`config.mk`:
```
export PLATFORM = sky130hd
export DESIGN_NAME = lookup_arbiter
export DESIGN_NICKNAME = d
export VERILOG_FILES = /design/src/rtl/lookup_pkg.sv /design/src/rtl/rr_arbiter.sv /design/src/rtl/lookup_arbiter.sv
export SDC_FILE = /design/constraint.sdc
export NUM_CORES = 1
export LEC_CHECK = 0
export ABC_CLOCK_PERIOD_IN_PS = 4100
export CAP_MARGIN = 25
export CORE_AREA = 4 4 190 192
export CTS_CLUSTER_DIAMETER = 200
export DETAILED_ROUTE_END_ITERATION = 8
export DIE_AREA = 0 0 194 196
export HOLD_SLACK_MARGIN = 0.15
export PLACE_DENSITY = 0.64
export SYNTH_ARGS = -nofsm -noshare
export SYNTH_HDL_FRONTEND = slang
export SYNTH_SLANG_ARGS = --single-unit
export TNS_END_PERCENT = 1
```
`constraint.sdc`:
```
create_clock -name sys_clk -period 4.1 [get_ports sys_clk]
set_input_delay 0.41 -clock sys_clk [delete_from_list [all_inputs] [get_ports sys_clk]]
set_output_delay 0.41 -clock sys_clk [all_outputs]
set_load 0.05 [all_outputs]
```
`src/rtl/lookup_pkg.sv`:
```
// Shared definitions for the flow-lookup path: tuple/result widths and the
// arbiter FSM state encoding. The lookup engine uses the same widths.
package lookup_pkg;

    localparam int TUPLE_W = 96;
    localparam int PORT_W  = 4;

    typedef enum logic [1:0] {
        IDLE  = 2'd0,
        ISSUE = 2'd1,
        WAIT  = 2'd2,
        RESP  = 2'd3
    } state_t;

endpackage

```
`src/rtl/rr_arbiter.sv`:
```
// Combinational round-robin pick: the first requesting port found searching
// upward (mod NPORT) from last_grant+1.
module rr_arbiter #(
    parameter int NPORT = 4,
    parameter int IDX_W = (NPORT > 1) ? $clog2(NPORT) : 1
) (
    input  logic [NPORT-1:0] req,
    input  logic [IDX_W-1:0] last_grant,
    output logic [IDX_W-1:0] grant,
    output logic             valid
);

    // Scan from the farthest offset down to the nearest so the closest
    // requester after last_grant is the one left standing.
    always_comb begin
        grant = '0;
        valid = 1'b0;
        for (int k = NPORT; k >= 1; k--) begin
            if (req[IDX_W'((int'(last_grant) + k) % NPORT)]) begin
                grant = IDX_W'((int'(last_grant) + k) % NPORT);
                valid = 1'b1;
            end
        end
    end

endmodule

```
`src/rtl/lookup_arbiter.sv`:
```
// Shares one flow-lookup engine between NPORT ingress ports. Requests are
// serialised round-robin, issued to the engine one at a time, and each result
// is returned to the issuing port with a one-cycle ack pulse.
// Optional feature: define LOOKUP_TIMEOUT_EN to abort engine waits after
// TIMEOUT cycles (result dropped, err=1). Without it err is tied low.
module lookup_arbiter
    import lookup_pkg::*;
#(
    parameter int NPORT   = 4,
    parameter int TIMEOUT = 16
) (
    input  logic                     sys_clk,
    input  logic                     sys_rst,
    input  logic [NPORT-1:0]         req,
    input  logic [NPORT*TUPLE_W-1:0] tuple,
    output logic [NPORT-1:0]         ack,
    output logic [PORT_W-1:0]        fwd_port,
    output logic                     err,
    output logic                     lu_req,
    output logic [TUPLE_W-1:0]       lu_tuple,
    input  logic                     lu_ack,
    input  logic [PORT_W-1:0]        lu_fwd_port
);

    localparam int IDX_W = (NPORT > 1) ? $clog2(NPORT) : 1;

    state_t             state;
    logic [IDX_W-1:0]   grant;
    logic [IDX_W-1:0]   last_grant;
    logic [IDX_W-1:0]   arb_grant;
    logic               arb_valid;
    logic [TUPLE_W-1:0] tuple_arr [NPORT];

    // Per-port view of the flattened tuple bus.
    for (genvar i = 0; i < NPORT; i++) begin : g_tuple
        assign tuple_arr[i] = tuple[TUPLE_W*i +: TUPLE_W];
    end

    rr_arbiter #(
        .NPORT (NPORT),
        .IDX_W (IDX_W)
    ) u_rr (
        .req        (req),
        .last_grant (last_grant),
        .grant      (arb_grant),
        .valid      (arb_valid)
    );

`ifdef LOOKUP_TIMEOUT_EN
    localparam logic [7:0] WAIT_LAST = 8'(TIMEOUT - 1);
    logic [7:0] wait_cnt;
`else
    assign err = 1'b0;
`endif

    // Transaction FSM: grant in IDLE, one-cycle engine request in ISSUE,
    // collect the result in WAIT, one-cycle ack pulse in RESP. lu_ack is only
    // looked at in WAIT so a stale engine ack cannot complete anything.
    always_ff @(posedge sys_clk) begin
        if (sys_rst) begin
            state      <= IDLE;
            grant      <= '0;
            last_grant <= IDX_W'(NPORT - 1);
            ack        <= '0;
            fwd_port   <= '0;
            lu_req     <= 1'b0;
            lu_tuple   <= '0;
`ifdef LOOKUP_TIMEOUT_EN
            err        <= 1'b0;
            wait_cnt   <= '0;
`endif
        end else begin
            case (state)
                IDLE: begin
                    if (arb_valid) begin
                        grant    <= arb_grant;
                        lu_tuple <= tuple_arr[arb_grant];
                        lu_req   <= 1'b1;
                        state    <= ISSUE;
                    end
                end
                ISSUE: begin
                    lu_req <= 1'b0;
                    state  <= WAIT;
`ifdef LOOKUP_TIMEOUT_EN
                    wait_cnt <= '0;
`endif
                end
                WAIT: begin
                    if (lu_ack) begin
                        fwd_port <= lu_fwd_port;
                        ack      <= NPORT'(1) << grant;
                        state    <= RESP;
`ifdef LOOKUP_TIMEOUT_EN
                        err      <= 1'b0;
`endif
                    end
`ifdef LOOKUP_TIMEOUT_EN
                    else if (wait_cnt == WAIT_LAST) begin
                        fwd_port <= '0;
                        ack      <= NPORT'(1) << grant;
                        err      <= 1'b1;
                        state    <= RESP;
                    end else begin
                        wait_cnt <= wait_cnt + 8'd1;
                    end
`endif
                end
                RESP: begin
                    ack        <= '0;
                    last_grant <= grant;
                    state      <= IDLE;
`ifdef LOOKUP_TIMEOUT_EN
                    err        <= 1'b0;
`endif
                end
                default: state <= IDLE;
            endcase
        end
    end

endmodule

```
==> results of run 1 <==
-- cell usage in the layout (no fill, tap or decap), types with 4 or more instances in the layout --
cell type	instances
a31oi_1	42
dfxtp_1	111
nand2_1	10
ha_1	4
mux2_2	41
buf_12	9
a2111o_1	12
o31ai_1	54
nand3b_1	10
inv_1	4
clkdlybuf4s50_1	498
o211ai_1	67
o21ai_0	13
clkbuf_16	9
a21oi_1	11
nand3_1	50
buf_4	14
nor2_1	54
mux2i_1	140
o21ai_1	29
a311o_1	42
-- layout make-up --
cell class	instances	share of cell area [%]
timing repair buffer	522	40.1
clock buffer	11	1.92
multi-input combinational	605	36.2
clock inverter	5	0.305
tap	455	4.33
antenna	2	0.0381
sequential	111	16.9
inverter	5	0.143
-- stage by stage --
step / std cells / hold WS [ps] / utilization [%]
6_report: 1716 / 383 / 38.2
5_1_grt: 1715 / 400 / 38.2
4_1_cts: 1714 / 389 / 38.2
3_5_place_dp: 1698 / 449 / 37.4
3_3_place_gp: 1698 / 443 / 37.4
2_1_floorplan: 822 / 448 / -
-- final timing paths --
| kind | from | to |
|---|---|---|
| worst max-delay path | req[0] | lu_tuple[92]$_SDFFE_PP0P_ |
| worst min register to register | lu_tuple[74]$_SDFFE_PP0P_ | lu_tuple[74]$_SDFFE_PP0P_ |
| worst max register to register | state[0]$_SDFFE_PP0P_ | lu_tuple[11]$_SDFFE_PP0P_ |
| worst min-delay path | sys_rst | last_grant[0]$_SDFFE_PP1P_ |
-- routing by layer --
layer	routed length, um	vias up	GRT usage [%]
met1	15700	4074	22.8
met3	3330	24	6.18
li1	-	4072	-
met4	450	4	4.58
met2	19400	377	34.0
met5	27	-	0
-- worst max-delay path, delay by kind of cell --
family / cells / cell delay, ps
AO/OA/AOI/OAI: 4 / 1250
buffers and inverters: 2 / 970
AND/OR/NAND/NOR: 1 / 270
-- state kept, by name, indices dropped and copies added, names as in the netlist --
name and cells:
lu_req 1, state 2, ack 4, fwd_port 4
grant 2, last_grant 2, lu_tuple 96
-- power by group through the flow --
stage,combinational (mW),sequential (mW),clock [mW]
after floorplan,1.67,3.08,0
final,4.80,1.73,0.941
after global routing,5.06,1.78,1.01
after CTS,4.84,1.73,0.979
after global placement,4.80,1.74,0
after detailed placement,4.83,1.75,0
-- kinds of logic after synthesis --
kind of cell             count (synthesis)  synth area share (%)
AO/OA/AOI/OAI                          281                  28.3
adder cells (fa/ha/maj)                  4                 0.679
multiplexers                           182                  25.4
other                                    1                0.0509
buffers and inverters                  106                  6.40
AND/OR/NAND/NOR                        137                  8.95
flip-flops                             111                  30.2
==> reports/metrics.yaml, run 1 <==
final_layout:
  seqCellArea_um2: 2220
  drive_gt1_share_pct: 7.55
  final_area_um2: 13100
  multi_input_area_um2: 4760
  nNetsFinal: 1653
  syn_to_final_growth_pct: 78.4
  fillers: 3466
route:
  dr.pass1.iters: 4
  post_drt_via_cell_ratio: 4.98
  vias: 8551
  dr.first_iter.drc_count: 367
  wl_per_cell_um: 22.7
  wirelength_mm: 38.9
  drtAntennaViolNets: 0
  drc: 0
flow_run:
  maxCapViolCount: 0
worst_setup_path:
  slowest_stage: "o21a_2"
  critPathCaptureType: "flop"
  worstPathRequired_ps: 4400
  r2r_slack_ps: 1760
  crit_fanout: 28
  crit_path_max_incr_delay_ps: 680
  path_cells: "clkdlybuf4s50_1 -> nor2_1 -> o21a_2 -> buf_4 -> o31ai_1 -> a311o_1 -> a31oi_1"
  r2r_cells: 5
  crit_type: "in -> reg"
  cp-start-kind: "primary input"
  critPathArrivalTime_ps: 2920
clock_tree:
  ctsHoldBuffers: 0
  clockBufferDepth: 2
  h-tree-depth: 3
  ctsResizeCount: 0
  cts_root_buffer: "clkbuf_16"
  path_clk_slew_ps: 90
  postCtsSetupBuffers: 0
  insertion_delay_ps: 380
  cts_buffers: 9
  clock_sinks: 111
  cts_tree: "yes"
placement:
  dp_hpwl_mm: 29.4
  globalplace.congestion: 0.831
  io_buffers: 499
  placed_area_um2: 12800
  dp_slack_ps: 1100
timing:
  layout_setup_ws_ps: 1480
  period_needed_ps: 2620
  grt_setup_unrepaired: "false"
  fmax_mhz: 382
  worst_pin_slew_ps: 969
  finalHoldViolCount: 0
  final-setup-viol-count: 0
  drv_slew: 0
  tns_ps: 0
  max_slew_margin_pct: 35.4
  period_share_pct: 63.9
  fin_skew_ps: 12.5
pwr:
  p_seq_share_pct: 23.2
  leakagePower_nw: 4.77
  pwr-share-clk_pct: 12.6
  peakVddDrop_v: 0.000373
  power_density_nw_per_um2: 568
  power_mw: 7.47
  p_int_mw: 3.77
  p_sw_mw: 3.70
  combPwrFrac_pct: 64.2
  swShare_pct: 49.5
synth:
  synth_edf_count: 0
  postSynthAreaPerCell_um2: 8.97
  ys_seq_area_share_pct: 30.2
  synth_common_cells: "140 x mux2i_1, 111 x dfxtp_1, 68 x clkbuf_1"
  ys_warn_count: 0
  netlist_area_um2: 7370
  ys.flop_type: "dfxtp_1"
  async_reset_ff_share_pct: 0
  synth.largest_area_cell: "dfxtp_1"
  synth-seq-cells: 111
  syn_nets: 1221
  synth_cells: 822
  synth_top_area_share_pct: 30.2
  ys_types: 40
  synth_area_leaders: "dfxtp_1 30%, mux2i_1 19%, o211ai_1 6.8%"
  synth_most_common_cell: "mux2i_1"
global_routing:
  antenna_found_initial: 3
  grt_max_degree: 78
  grt_pass1_wl_mm: 56.7
  track_usage_pct: 19.3
  globalRoute.totalOverflow: 0
  grt_pass1_vias: 8801
min_path:
  hold_depth: 3
  worstHoldPathType: "in -> reg"
floorplan:
  die_x_um: 194
  die_y_um: 196
  fp.dieArea_um2: 38000
  initial_utilization_pct: 21.4
  core_area_um2: 34400
  row_count: 68
  io-pin-count: 501
status:
  outcome: "completed"
No activity file was read; power rests on OpenSTA's default activity.
==> run 2, diff against run 1 <==
ABC_CLOCK_PERIOD_IN_PS = 2200   (was 4100)
CORE_AREA = 4 4 195 197   (was 4 4 190 192)
DIE_AREA = 0 0 199 201   (was 0 0 194 196)
clock period = 2.2 ns   (was 4.1 ns; I/O delays follow)
==> reports/metrics.yaml, run 2 (same netlist as run 1, synthesis figures left out) <==
min_path:
  worstHoldPathType: "in -> reg"
route:
  dr.pass1.iters: 4
  dr.first_iter.drc_count: 357
  drtAntennaViolNets: 0
  wl_met1_mm: 15.4
  vias: 8935
  routed.top_layer: "met5"
  wirelength_mm: 39.5
  route.met2.wl_mm: 19.7
  wl_per_cell_um: 21.9
  drc: 0
  dr_wl_met3_mm: 3.59
  post_drt_via_cell_ratio: 4.95
global_routing:
  grt_pass1_wl_mm: 56.0
  antenna_found_initial: 4
  globalRoute.totalOverflow: 0
  grt_pass1_vias: 9206
  track_usage_pct: 18.3
  grt_max_degree: 77
clock_tree:
  path_clk_slew_ps: 90
  clock_sinks: 111
  cts_buffers: 9
  cts_tree: "yes"
  clockBufferDepth: 2
  h-tree-depth: 3
  insertion_delay_ps: 380
  cts_root_buffer: "clkbuf_16"
timing:
  finalHoldViolCount: 0
  fin_skew_ps: 10.7
  whs_ps: 406
  period_share_pct: 95.1
  worst_pin_slew_ps: 629
  fmax_mhz: 478
  drv_slew: 0
  max_slew_margin_pct: 57.9
  grt_setup_unrepaired: "false"
  final-setup-viol-count: 0
  tns_ps: 0
  period_needed_ps: 2090
placement:
  dp_hpwl_mm: 30.7
  globalplace.congestion: 0.873
  io_buffers: 499
worst_setup_path:
  critPathArrivalTime_ps: 2400
  crit_type: "reg -> reg"
  critPathCaptureType: "flop"
  crit_fanout: 15
  cp-start-kind: "flop"
  worstPathRequired_ps: 2510
pwr:
  leakagePower_nw: 5.19
  power_density_nw_per_um2: 1050
  peakVddDrop_v: 0.000610
floorplan:
  row_count: 70
  die_x_um: 199
  io-pin-count: 501
  initial_utilization_pct: 20.3
  fp.dieArea_um2: 40000
  core_area_um2: 36300
  die_y_um: 201
flow_run:
  maxCapViolCount: 0
final_layout:
  final_cell_mix: "497 x clkdlybuf4s50_1, 138 x mux2i_1, 111 x dfxtp_1"
  layout_commonest_cell: "clkdlybuf4s50_1"
  nNetsFinal: 1727
  syn_to_final_growth_pct: 89.0
  reg.largest.list: "lu_tuple (96), ack (4), fwd_port (4)"
  drive_gt1_share_pct: 12.9
  final_util_pct: 38.4
  fillers: 3688
  largest_reg_flops: 96
  regMostFlops: "lu_tuple"
status:
  outcome: "completed"
==> run 2: through the flow <==
step	power, mW	cell area [um^2]	cells	setup slack (ps)
6_report	14.6	13900	1804	107
5_1_grt	15.4	13900	1803	6.57
4_1_cts	14.7	13900	1799	15.4
3_5_place_dp	12.9	13600	1783	-418
3_3_place_gp	12.8	13600	1783	-345
2_1_floorplan	8.86	7370	822	266
==> run 2: worst max-delay path: stages, from the launching register on <==
cell     delay, ps
dfxtp_1        360
and2b_1        240
o21a_2         260
nor3_4         230
buf_12         230
buf_4          210
mux2_2         340
o21ai_0        150
==> run 2: layout make-up <==
cell class                      instances  area (um^2)  area share [%]
Timing Repair Buffer                  596         6030            43.3
Multi-Input combinational cell        605         4770            34.2
Sequential cell                       111         2220            16.0
Tap cell                              468          586            4.20
Clock buffer                            9          225            1.62
Clock inverter                          7         66.3           0.476
Inverter                                5         18.8           0.135
Antenna cell                            3         7.51          0.0539
==> run 2: routing by layer <==
metal	vias up	global-route usage (%)
met5	-	0
met4	2	4.93
met3	39	5.96
met2	436	32.4
met1	4233	21.1
li1	4225	-
==> run 2: path summary, 6_finish.rpt <==
path                                                  from                        end  slack (ps)  cells after the start
worst max-delay path            last_grant[0]$_SDFFE_PP1P_  lu_tuple[57]$_SDFFE_PP0P_         110                      7
worst min-delay path                        lu_fwd_port[2]   fwd_port[2]$_SDFFE_PP0P_         410                      3
worst max register to register  last_grant[0]$_SDFFE_PP1P_  lu_tuple[57]$_SDFFE_PP0P_         110                      7
worst min register to register   lu_tuple[18]$_SDFFE_PP0P_  lu_tuple[18]$_SDFFE_PP0P_         460                      2
==> run 2: timing repair <==
action | 4_1_cts | 5_1_grt
gates cloned | 0 | 1
hold buffers | 0 | 0
hold endpoints to repair | 0 | 0
endpoints found under the setup margin | 1 | 13
setup buffers | 0 | 1
gates resized for setup | 1 | 1
pin swaps | 0 | 2
==> run 2: power by group <==
group          leakage (nW)  internal, mW  total [mW]  switching, mW
sequential            0.918          2.79        3.24          0.457
combinational          4.13          3.93        9.64           5.71
clock                 0.141         0.798        1.73          0.931
